**src/rtl/div_unit_pkg.sv**
```systemverilog
// Shared core definitions: divider op encodings (also decoded by the instruction decoder)
// and the divider FSM state type.
package div_unit_pkg;

  typedef enum logic [1:0] {
    OpDiv  = 2'b00,
    OpDivu = 2'b01,
    OpRem  = 2'b10,
    OpRemu = 2'b11
  } div_op_e;

  typedef enum logic [1:0] {
    StIdle = 2'b00,
    StCalc = 2'b01,
    StDone = 2'b10
  } div_state_e;

  function automatic logic is_signed_op(input div_op_e op);
    return (op == OpDiv) || (op == OpRem);
  endfunction

  function automatic logic is_rem_op(input div_op_e op);
    return (op == OpRem) || (op == OpRemu);
  endfunction

endpackage

```
**src/rtl/div_unit.sv**
```systemverilog
// Iterative restoring divider for DIV/DIVU/REM/REMU: one quotient bit per cycle,
// with divide-by-zero and signed overflow resolved without iterating.
module div_unit
  import div_unit_pkg::*;
#(
  parameter int unsigned DATA_WIDTH = 32
) (
  input  logic                  clk_i,
  input  logic                  rst_i,
  input  logic                  start_i,
  input  logic [1:0]            op_i,
  input  logic [DATA_WIDTH-1:0] dividend_i,
  input  logic [DATA_WIDTH-1:0] divisor_i,
  input  logic                  flush_i,
  output logic                  busy_o,
  output logic                  valid_o,
  output logic [DATA_WIDTH-1:0] result_o
);

  localparam int unsigned W    = DATA_WIDTH;
  localparam int unsigned CntW = $clog2(DATA_WIDTH) + 1;

  // acc holds {partial remainder (W+1 bits), dividend/quotient shift field (W bits)}.
  function automatic logic [2*W:0] div_step(input logic [2*W:0] acc, input logic [W:0] dvs);
    logic [W+1:0] trial;
    logic [W-1:0] quo;
    trial = acc[2*W:W-1];
    quo   = {acc[W-2:0], 1'b0};
    if (trial >= {1'b0, dvs}) begin
      trial  = trial - {1'b0, dvs};
      quo[0] = 1'b1;
    end
    return {trial[W:0], quo};
  endfunction

  function automatic logic [W-1:0] apply_sign(input logic [W:0] mag, input logic neg);
    logic [W:0] v;
    v = neg ? (~mag + 1'b1) : mag;
    return v[W-1:0];
  endfunction

  div_state_e      state_q, state_d;
  div_op_e         op_q, op_d;
  logic [2*W:0]    acc_q, acc_d;
  logic [W:0]      dvs_q, dvs_d;
  logic [CntW-1:0] cnt_q, cnt_d;
  logic            q_neg_q, q_neg_d;
  logic            r_neg_q, r_neg_d;
  logic [W-1:0]    result_q, result_d;
  logic            valid_q, valid_d;

  div_op_e    op_in;
  logic       signed_op, dvd_neg, dvs_neg, div_zero, overflow;
  logic [W:0] dvd_sx, dvs_sx, dvd_abs, dvs_abs;

  always_comb begin
    op_in     = div_op_e'(op_i);
    signed_op = is_signed_op(op_in);
    dvd_neg   = signed_op & dividend_i[W-1];
    dvs_neg   = signed_op & divisor_i[W-1];
    // Sign-extend into W+1 bits so the most-negative value negates without overflow.
    dvd_sx    = {dvd_neg, dividend_i};
    dvs_sx    = {dvs_neg, divisor_i};
    dvd_abs   = dvd_neg ? (~dvd_sx + 1'b1) : dvd_sx;
    dvs_abs   = dvs_neg ? (~dvs_sx + 1'b1) : dvs_sx;
    div_zero  = (divisor_i == '0);
    overflow  = signed_op && (dividend_i == {1'b1, {(W-1){1'b0}}}) && (divisor_i == '1);
  end

  always_comb begin
    state_d  = state_q;
    op_d     = op_q;
    acc_d    = acc_q;
    dvs_d    = dvs_q;
    cnt_d    = cnt_q;
    q_neg_d  = q_neg_q;
    r_neg_d  = r_neg_q;
    result_d = result_q;
    valid_d  = 1'b0;
    unique case (state_q)
      StIdle: begin
        if (start_i && !flush_i) begin
          op_d  = op_in;
          dvs_d = dvs_abs;
          cnt_d = '0;
          if (div_zero) begin
            // Quotient field all ones, remainder field the raw dividend, no sign fix-up.
            acc_d   = {1'b0, dividend_i, {W{1'b1}}};
            q_neg_d = 1'b0;
            r_neg_d = 1'b0;
            state_d = StDone;
          end else if (overflow) begin
            acc_d   = {{(W+1){1'b0}}, 1'b1, {(W-1){1'b0}}};
            q_neg_d = 1'b0;
            r_neg_d = 1'b0;
            state_d = StDone;
          end else begin
            acc_d   = {{W{1'b0}}, dvd_abs};
            q_neg_d = dvd_neg ^ dvs_neg;
            r_neg_d = dvd_neg;
            state_d = StCalc;
          end
        end
      end
      StCalc: begin
        if (flush_i) begin
          state_d = StIdle;
          cnt_d   = '0;
        end else begin
          acc_d = div_step(acc_q, dvs_q);
          if (cnt_q == CntW'(W - 1)) begin
            cnt_d   = '0;
            state_d = StDone;
          end else begin
            cnt_d = cnt_q + 1'b1;
          end
        end
      end
      StDone: begin
        state_d = StIdle;
        if (!flush_i) begin
          valid_d  = 1'b1;
          result_d = is_rem_op(op_q) ? apply_sign(acc_q[2*W:W], r_neg_q)
                                     : apply_sign({1'b0, acc_q[W-1:0]}, q_neg_q);
        end
      end
      default: state_d = StIdle;
    endcase
  end

  always_ff @(posedge clk_i or posedge rst_i) begin
    if (rst_i) begin
      state_q  <= StIdle;
      op_q     <= OpDiv;
      acc_q    <= '0;
      dvs_q    <= '0;
      cnt_q    <= '0;
      q_neg_q  <= 1'b0;
      r_neg_q  <= 1'b0;
      result_q <= '0;
      valid_q  <= 1'b0;
    end else begin
      state_q  <= state_d;
      op_q     <= op_d;
      acc_q    <= acc_d;
      dvs_q    <= dvs_d;
      cnt_q    <= cnt_d;
      q_neg_q  <= q_neg_d;
      r_neg_q  <= r_neg_d;
      result_q <= result_d;
      valid_q  <= valid_d;
    end
  end

  // Combinational from state so the hazard unit can stall in the same cycle.
  assign busy_o   = (state_q != StIdle);
  assign valid_o  = valid_q;
  assign result_o = result_q;

endmodule

```
**config.mk**
```make
export PLATFORM = sky130hd
export DESIGN_NAME = div_unit
export DESIGN_NICKNAME = d
export VERILOG_FILES = /design/src/rtl/div_unit_pkg.sv /design/src/rtl/div_unit.sv
export SDC_FILE = /design/constraint.sdc
export NUM_CORES = 1
export LEC_CHECK = 0
export ABC_AREA = 1
export ABC_CLOCK_PERIOD_IN_PS = 13200
export CAP_MARGIN = 20
export CORE_MARGIN = 2
export CORE_UTILIZATION = 40
export DETAILED_ROUTE_END_ITERATION = 12
export PLACE_DENSITY = 0.67
export SLEW_MARGIN = 5
export SYNTH_ARGS = -nofsm -noshare
export SYNTH_HDL_FRONTEND = slang
export SYNTH_SLANG_ARGS = --single-unit
```
**constraint.sdc**
```tcl
create_clock -name clk_i -period 13.2 [get_ports clk_i]
set_clock_uncertainty 0.15 [all_clocks]
set_input_delay 1.32 -clock clk_i [delete_from_list [all_inputs] [get_ports clk_i]]
set_output_delay 1.32 -clock clk_i [all_outputs]
set_load 0.01 [all_outputs]
```
==> results of run 1 <==
## where the power goes
part,switching [mW],internal (mW)
Combinational,1.40,0.757
Sequential,0.194,0.606
Clock,0.213,0.307
Total,1.81,1.67
## logic make-up after synthesis
kind of cell             Yosys count  synth area share
AO/OA/AOI/OAI                    356             0.158
AND/OR/NAND/NOR                 1147             0.390
adder cells (fa/ha/maj)           40            0.0387
buffers and inverters            374             0.116
flip-flops                       142             0.271
XOR/XNOR                          40            0.0267
## tightest hold or removal path, stage by stage (launching register included)
cell	delay, ns
sky130_fd_sc_hd__dfrtp_1	0.34
sky130_fd_sc_hd__nand2_1	0.05
sky130_fd_sc_hd__nand2_1	0.05
## worst paths after layout
check | startpoint | end | slack (ns) | cells past startpoint
setup / recovery | flush_i | acc_q[27] | 9.66 | 10
hold / removal | result_o[8] | result_o[8] | 0.33 | 2
setup reg to reg | acc_q[31] | acc_q[57] | 9.99 | 13
hold reg to reg | result_o[8] | result_o[8] | 0.33 | 2
max in group asynchronous | rst_i | dvs_q[13] | 10.25 | 3
min in group asynchronous | rst_i | acc_q[32] | 1.23 | 2
## layout make-up
type | instances | share of cell area
clock inverters | 13 | 0.0108
inverters | 304 | 0.0760
repair buffers | 116 | 0.0762
well taps | 442 | 0.0367
multi-input cells | 1583 | 0.535
flip-flops and latches | 142 | 0.236
clock buffers | 19 | 0.0300
## flip-flops by register name, summed over array words and instances (netlist names)
signal	cells
dvs_q	33
result_o	32
state_q	2
acc_q	65
op_q	1
valid_o	1
r_neg_q	1
cnt_q	6
q_neg_q	1
## layer usage
metal | share of wire | vias up
li1 | - | 6947
met1 | 0.45 | 6612
met2 | 0.45 | 534
met3 | 0.068 | 95
met4 | 0.035 | 0
met5 | 0 | -
## cell usage in the layout (no fill, tap or decap), drive strengths merged, types with 7 or more instances in the layout
master and n:
inv 301, ha 39, a22oi 14, o22ai 11
o221ai 8, a31oi 10, nor2 228, nand3 236
xor2 24, dfrtp 142, a21oi 124, xnor2 16
buf 13, nand3b 9, clkbuf 19, clkdlybuf4s50 103
clkinv 7, nand2 599, nor3 31, nand4 32
o21ai 158, o31ai 7
## metrics by stage
stage	instances	power (mW)	hold WS [ns]	cell area, um^2	util
after floorplan	2099	2.32	0.303	13100	-
after global placement	2586	2.91	0.315	14400	0.445
after detailed placement	2586	2.94	0.318	14400	0.445
after CTS	2618	3.47	0.334	15100	0.464
after global routing	2619	3.78	0.350	15100	0.465
final	2619	3.48	0.328	15100	0.465
==> impl_metrics.ini, run 1 <==
[finish]
share_of_final_layout_standard_cells_stronger_than_drive_strength_1 = 0.0740
antenna_cells_inserted = 0
syn_to_final_growth_pct = 14.9
seqCellArea_um2 = 3550
filler_cell_count = 3343
multi_input_comb_area_um2 = 8070
layout.nets = 2274

[run]
maxCapViolations = 0

[cts]
cts-resized-gates = 0
clock_path_buffers = 2
cts.sink_count = 142
clk_root_buffer_cell = sky130_fd_sc_hd__clkbuf_16
clk-insertion-delay-late_ns = 0.46
cts.htree.levels = 4
cts-buffers-inserted = 17
cts.repair_timing.setup_buffer_count = 0
path_clk_slew_ns = 0.06
hold_buffers = 0
tritoncts = done

[worst_setup_path]
cp.arrival_ns = 3.73
worstSetupEndpointType = flip-flop
worstPathMaxFanout = 56
timing.critical_path.from_type = primary input
slowest_delay_ns = 0.53
path_buf_inv = 4
start_to_end_type_of_the_worst_setup_path = in2reg
path_delay_family = buffers and inverters
worstPathRequired_ns = 13.39
crit_slowest_cell = sky130_fd_sc_hd__buf_4
worstPathCellList = clkdlybuf4s50_1 > nor3_2 > buf_4 > nor2_4 > inv_2 > nand2_2 > inv_2 > o21ai_0 > nor2_1 > nor2_1

[global_routing]
maximum_number_of_pins_on_one_net_before_global_route_repair = 77
grt_first_pass_wirelength_um = 71800
grt_use_total = 0.271
grtUsageMet1 = 0.366
use_met2 = 0.434
grt-busiest-layer = met2
grt_pass1_vias = 13300
gr-total-overflow = 0
grt_antenna_before_repair = 0
groute.layer.met3.usage = 0.0427

[floorplanning]
fp.dieH_um = 185
fp.dieW_um = 185
ios = 104
rows = 66
die_area_um2 = 34300
design.core.area_um2 = 32500
initial_utilization = 0.404

[placement]
detailed_place_hpwl_um = 35100
pre_cts_slack_ns = 9.28
placement.io_buffers = 103
gp_congestion = 0.970

[logic_synthesis]
synthesis.instances = 2099
synthTopCellsByCount = sky130_fd_sc_hd__nand2_1, sky130_fd_sc_hd__inv_1, sky130_fd_sc_hd__nand3_1
synth.top_cell.area_share = 0.271
synth_async_sr_flop_share = 1.00
synth_seq_area_share = 0.271
synth_most_common_cell = sky130_fd_sc_hd__nand2_1
synth-edff-count = 0
ys_top_cells_by_area = sky130_fd_sc_hd__dfrtp_1, sky130_fd_sc_hd__nand2_1, sky130_fd_sc_hd__nand3_1
yosysUniqueCellTypes = 54
synth.net_count = 2209
syn_area_um2 = 13100
synth.ff_latch_count = 142
yosysWarnings = 0
yosys_most_used_dff = sky130_fd_sc_hd__dfrtp_1
mean_cell_area_of_the_mapped_netlist_um2 = 6.25
synth_largest_area_cell = sky130_fd_sc_hd__dfrtp_1

[power]
leakagePower_nw = 7.24
p_per_area_nw_per_um2 = 231
worst_supply_voltage_drop_on_vdd_uv = 118

[timing]
rsz_0062_raised_after_global_routing = no
timing.final.max_slew_violations = 0
setup_tns_ns = 0
slew_headroom = 0.355
tightest_slew_ns = 0.968
final_critical_path_setup_slack_ns = 9.66
min_period_over_period = 0.268
timing_hold_violations_final = 0
timing.fmax_ghz = 0.282
min_period_ns = 3.54
setup_viol_count_final = 0

[detailed_routing]
firstDrtPassIters = 6
drt_wl_total_um = 45400
via_per_inst = 5.42
route.detailed.drc = 0
drt-wirelength-per-cell_um = 17.3
route.vias.total = 14200
drt_iter0_drc = 1238
postRouteAntennaNets = 0

[outcome]
outcome = complete, no violations

[worst_hold_path]
hp-class = reg2reg
(Power assumes the default switching activity.)
==> run 2: changes to the inputs <==
--- a/config.mk
+++ b/config.mk
@@ -6,7 +6,7 @@
 export NUM_CORES = 1
 export LEC_CHECK = 0
 export ABC_AREA = 1
-export ABC_CLOCK_PERIOD_IN_PS = 13200
+export ABC_CLOCK_PERIOD_IN_PS = 3380
 export CAP_MARGIN = 20
 export CORE_MARGIN = 2
 export CORE_UTILIZATION = 40
==> constraint.sdc (replaced) <==
create_clock -name clk_i -period 3.38 [get_ports clk_i]
set_clock_uncertainty 0.15 [all_clocks]
set_input_delay 0.338 -clock clk_i [delete_from_list [all_inputs] [get_ports clk_i]]
set_output_delay 0.338 -clock clk_i [all_outputs]
set_load 0.01 [all_outputs]
==> run 2 against run 1 <==
Compared with the run above:
- largest cell class unchanged
- combinational power rose to 4.0 times the previous value
- highest routed layer unchanged
- setup slack worse by 9.1 ns
- die area unchanged
- sequential cell count unchanged
- wire length up 2.4%
==> impl_metrics.ini, run 2 (synthesis results as in run 1) <==
[outcome]
outcome = complete, no violations

[timing]
timing.fmax_ghz = 0.352
timing.hold.ws_ns = 0.324
min_period_over_period = 0.840
slew_headroom = 0.434
setup_viol_count_final = 0
final_critical_path_setup_slack_ns = 0.542
rsz_0062_raised_after_global_routing = no
timing.final.max_slew_violations = 0
setup_tns_ns = 0
tightest_slew_ns = 0.849
timing_hold_violations_final = 0
min_period_ns = 2.84

[global_routing]
grt_first_pass_wirelength_um = 72300
grt_pass1_vias = 13300
maximum_number_of_pins_on_one_net_before_global_route_repair = 143
grt_antenna_before_repair = 0
gr-total-overflow = 0
grt_use_total = 0.275

[power]
worst_supply_voltage_drop_on_vdd_uv = 482
finalPower_mw = 13.7
p_per_area_nw_per_um2 = 902
leakagePower_nw = 7.30

[cts]
cts-buffers-inserted = 17
path_clk_slew_ns = 0.07
tritoncts = done
hold_buffers = 0
cts.htree.levels = 4
cts-resized-gates = 0
cts.repair_timing.setup_buffer_count = 0
clk_root_buffer_cell = sky130_fd_sc_hd__clkbuf_16
clk-insertion-delay-late_ns = 0.45
clock_path_buffers = 2
cts.sink_count = 142

[worst_setup_path]
r2r_slack_ns = 0.54
worstPathMaxFanout = 5
cp.arrival_ns = 3.03
cp_num_cells = 13
path_buf_inv = 2
worstPathRequired_ns = 3.57
worstRegToRegCells = 13
worstPathCellList = inv_1 > ha_1 > inv_1 > nor3_2 > nand2_1 > nor3_1 > nand2_1 > nand2_1 > a21oi_1 > o21ai_0 > o21ai_0 > nand2_1 > nand2_1
timing.critical_path.from = acc_q[32]
timing.critical_path.from_type = flip-flop
worstSetupEndpoint = result_o[16]
crit_path_frequent_cell = sky130_fd_sc_hd__nand2_1
worstSetupEndpointType = flip-flop
rr_endpoint = result_o[16]
critical_path.reg2reg.startpoint = acc_q[32]
crit_slowest_cell = sky130_fd_sc_hd__nor3_1
path_delay_family = simple AND/OR/NAND/NOR gates
slowest_delay_ns = 0.51
start_to_end_type_of_the_worst_setup_path = reg2reg

[placement]
gp_congestion = 0.971
placed_cell_area_um2 = 14600
placement.io_buffers = 103
pre_cts_slack_ns = 0.583
post-place-cells = 2599
detailed_place_hpwl_um = 35900

[detailed_routing]
route.detailed.drc = 0
postRouteAntennaNets = 0
drt_iter0_drc = 1208
drt_wl_total_um = 46500
via_per_inst = 5.41
drt-wirelength-per-cell_um = 17.7
firstDrtPassIters = 7
route.vias.total = 14200

[floorplanning]
initial_utilization = 0.404
rows = 66
fp.dieW_um = 185
ios = 104
design.core.area_um2 = 32500
die_area_um2 = 34300
fp.dieH_um = 185

[finish]
antenna_cells_inserted = 0
final_cell_utilization_of_the_core = 0.467
layout.cells.most_common = sky130_fd_sc_hd__nand2_1
mostFrequentLayoutCells = sky130_fd_sc_hd__nand2_1, sky130_fd_sc_hd__inv_1, sky130_fd_sc_hd__nand3_1
syn_to_final_growth_pct = 15.4
count_of_non_filler_cells_in_the_finished_layout = 2631
share_of_final_layout_standard_cells_stronger_than_drive_strength_1 = 0.0786
filler_cell_count = 3429
largest_register_ff_count = 65
register_bank_with_the_most_flops = acc_q
layout.nets = 2286
finalInstanceArea_um2 = 15200

[worst_hold_path]
hp-class = in2reg
hold_path_startpoint = op_i[1]

[run]
maxCapViolations = 0
==> run 2: report_power, final <==
group / switching (mW) / internal, mW / leakage [nW]
Clock: 0.829 / 1.13 / 0.287
Combinational: 5.59 / 3.01 / 5.25
Sequential: 0.732 / 2.37 / 1.76
==> run 2: how the worst min path moves through the flow <==
stage / slack, ns / end / cells after the start
6_report: 0.32 / op_q[1] / 3
5_1_grt: 0.33 / op_q[1] / 3
4_1_cts: 0.31 / op_q[1] / 3
3_5_place_dp: 0.31 / result_o[31] / 2
3_3_place_gp: 0.31 / result_o[3] / 2
2_1_floorplan: 0.30 / dvs_q[10] / 2
==> run 2: layout make-up <==
type                            count  area, um^2  share of cell area
Multi-Input combinational cell   1583        8070               0.532
Sequential cell                   142        3550               0.235
Timing Repair Buffer              128        1240              0.0821
Inverter                          304        1140              0.0756
Tap cell                          442         553              0.0365
Clock buffer                       20         457              0.0301
Clock inverter                     12         134             0.00884
==> run 2: worst register-to-register path: cells and delay by family (launching register included) <==
family / cells / cell delay, ns
flops: 1 / 0.45
compound gates: 3 / 0.37
fa+ha+maj: 1 / 0.26
simple gates: 7 / 1.21
buf+inv: 2 / 0.29
==> run 2: routing by layer <==
metal / share of wire / vias up / track usage / routed length, um
li1: - / 6960 / - / -
met4: 0.032 / 0 / 0.101 / 1500
met1: 0.45 / 6641 / 0.375 / 21000
met2: 0.45 / 557 / 0.442 / 21000
met5: 0 / - / 0 / 0
met3: 0.063 / 86 / 0.0397 / 2940
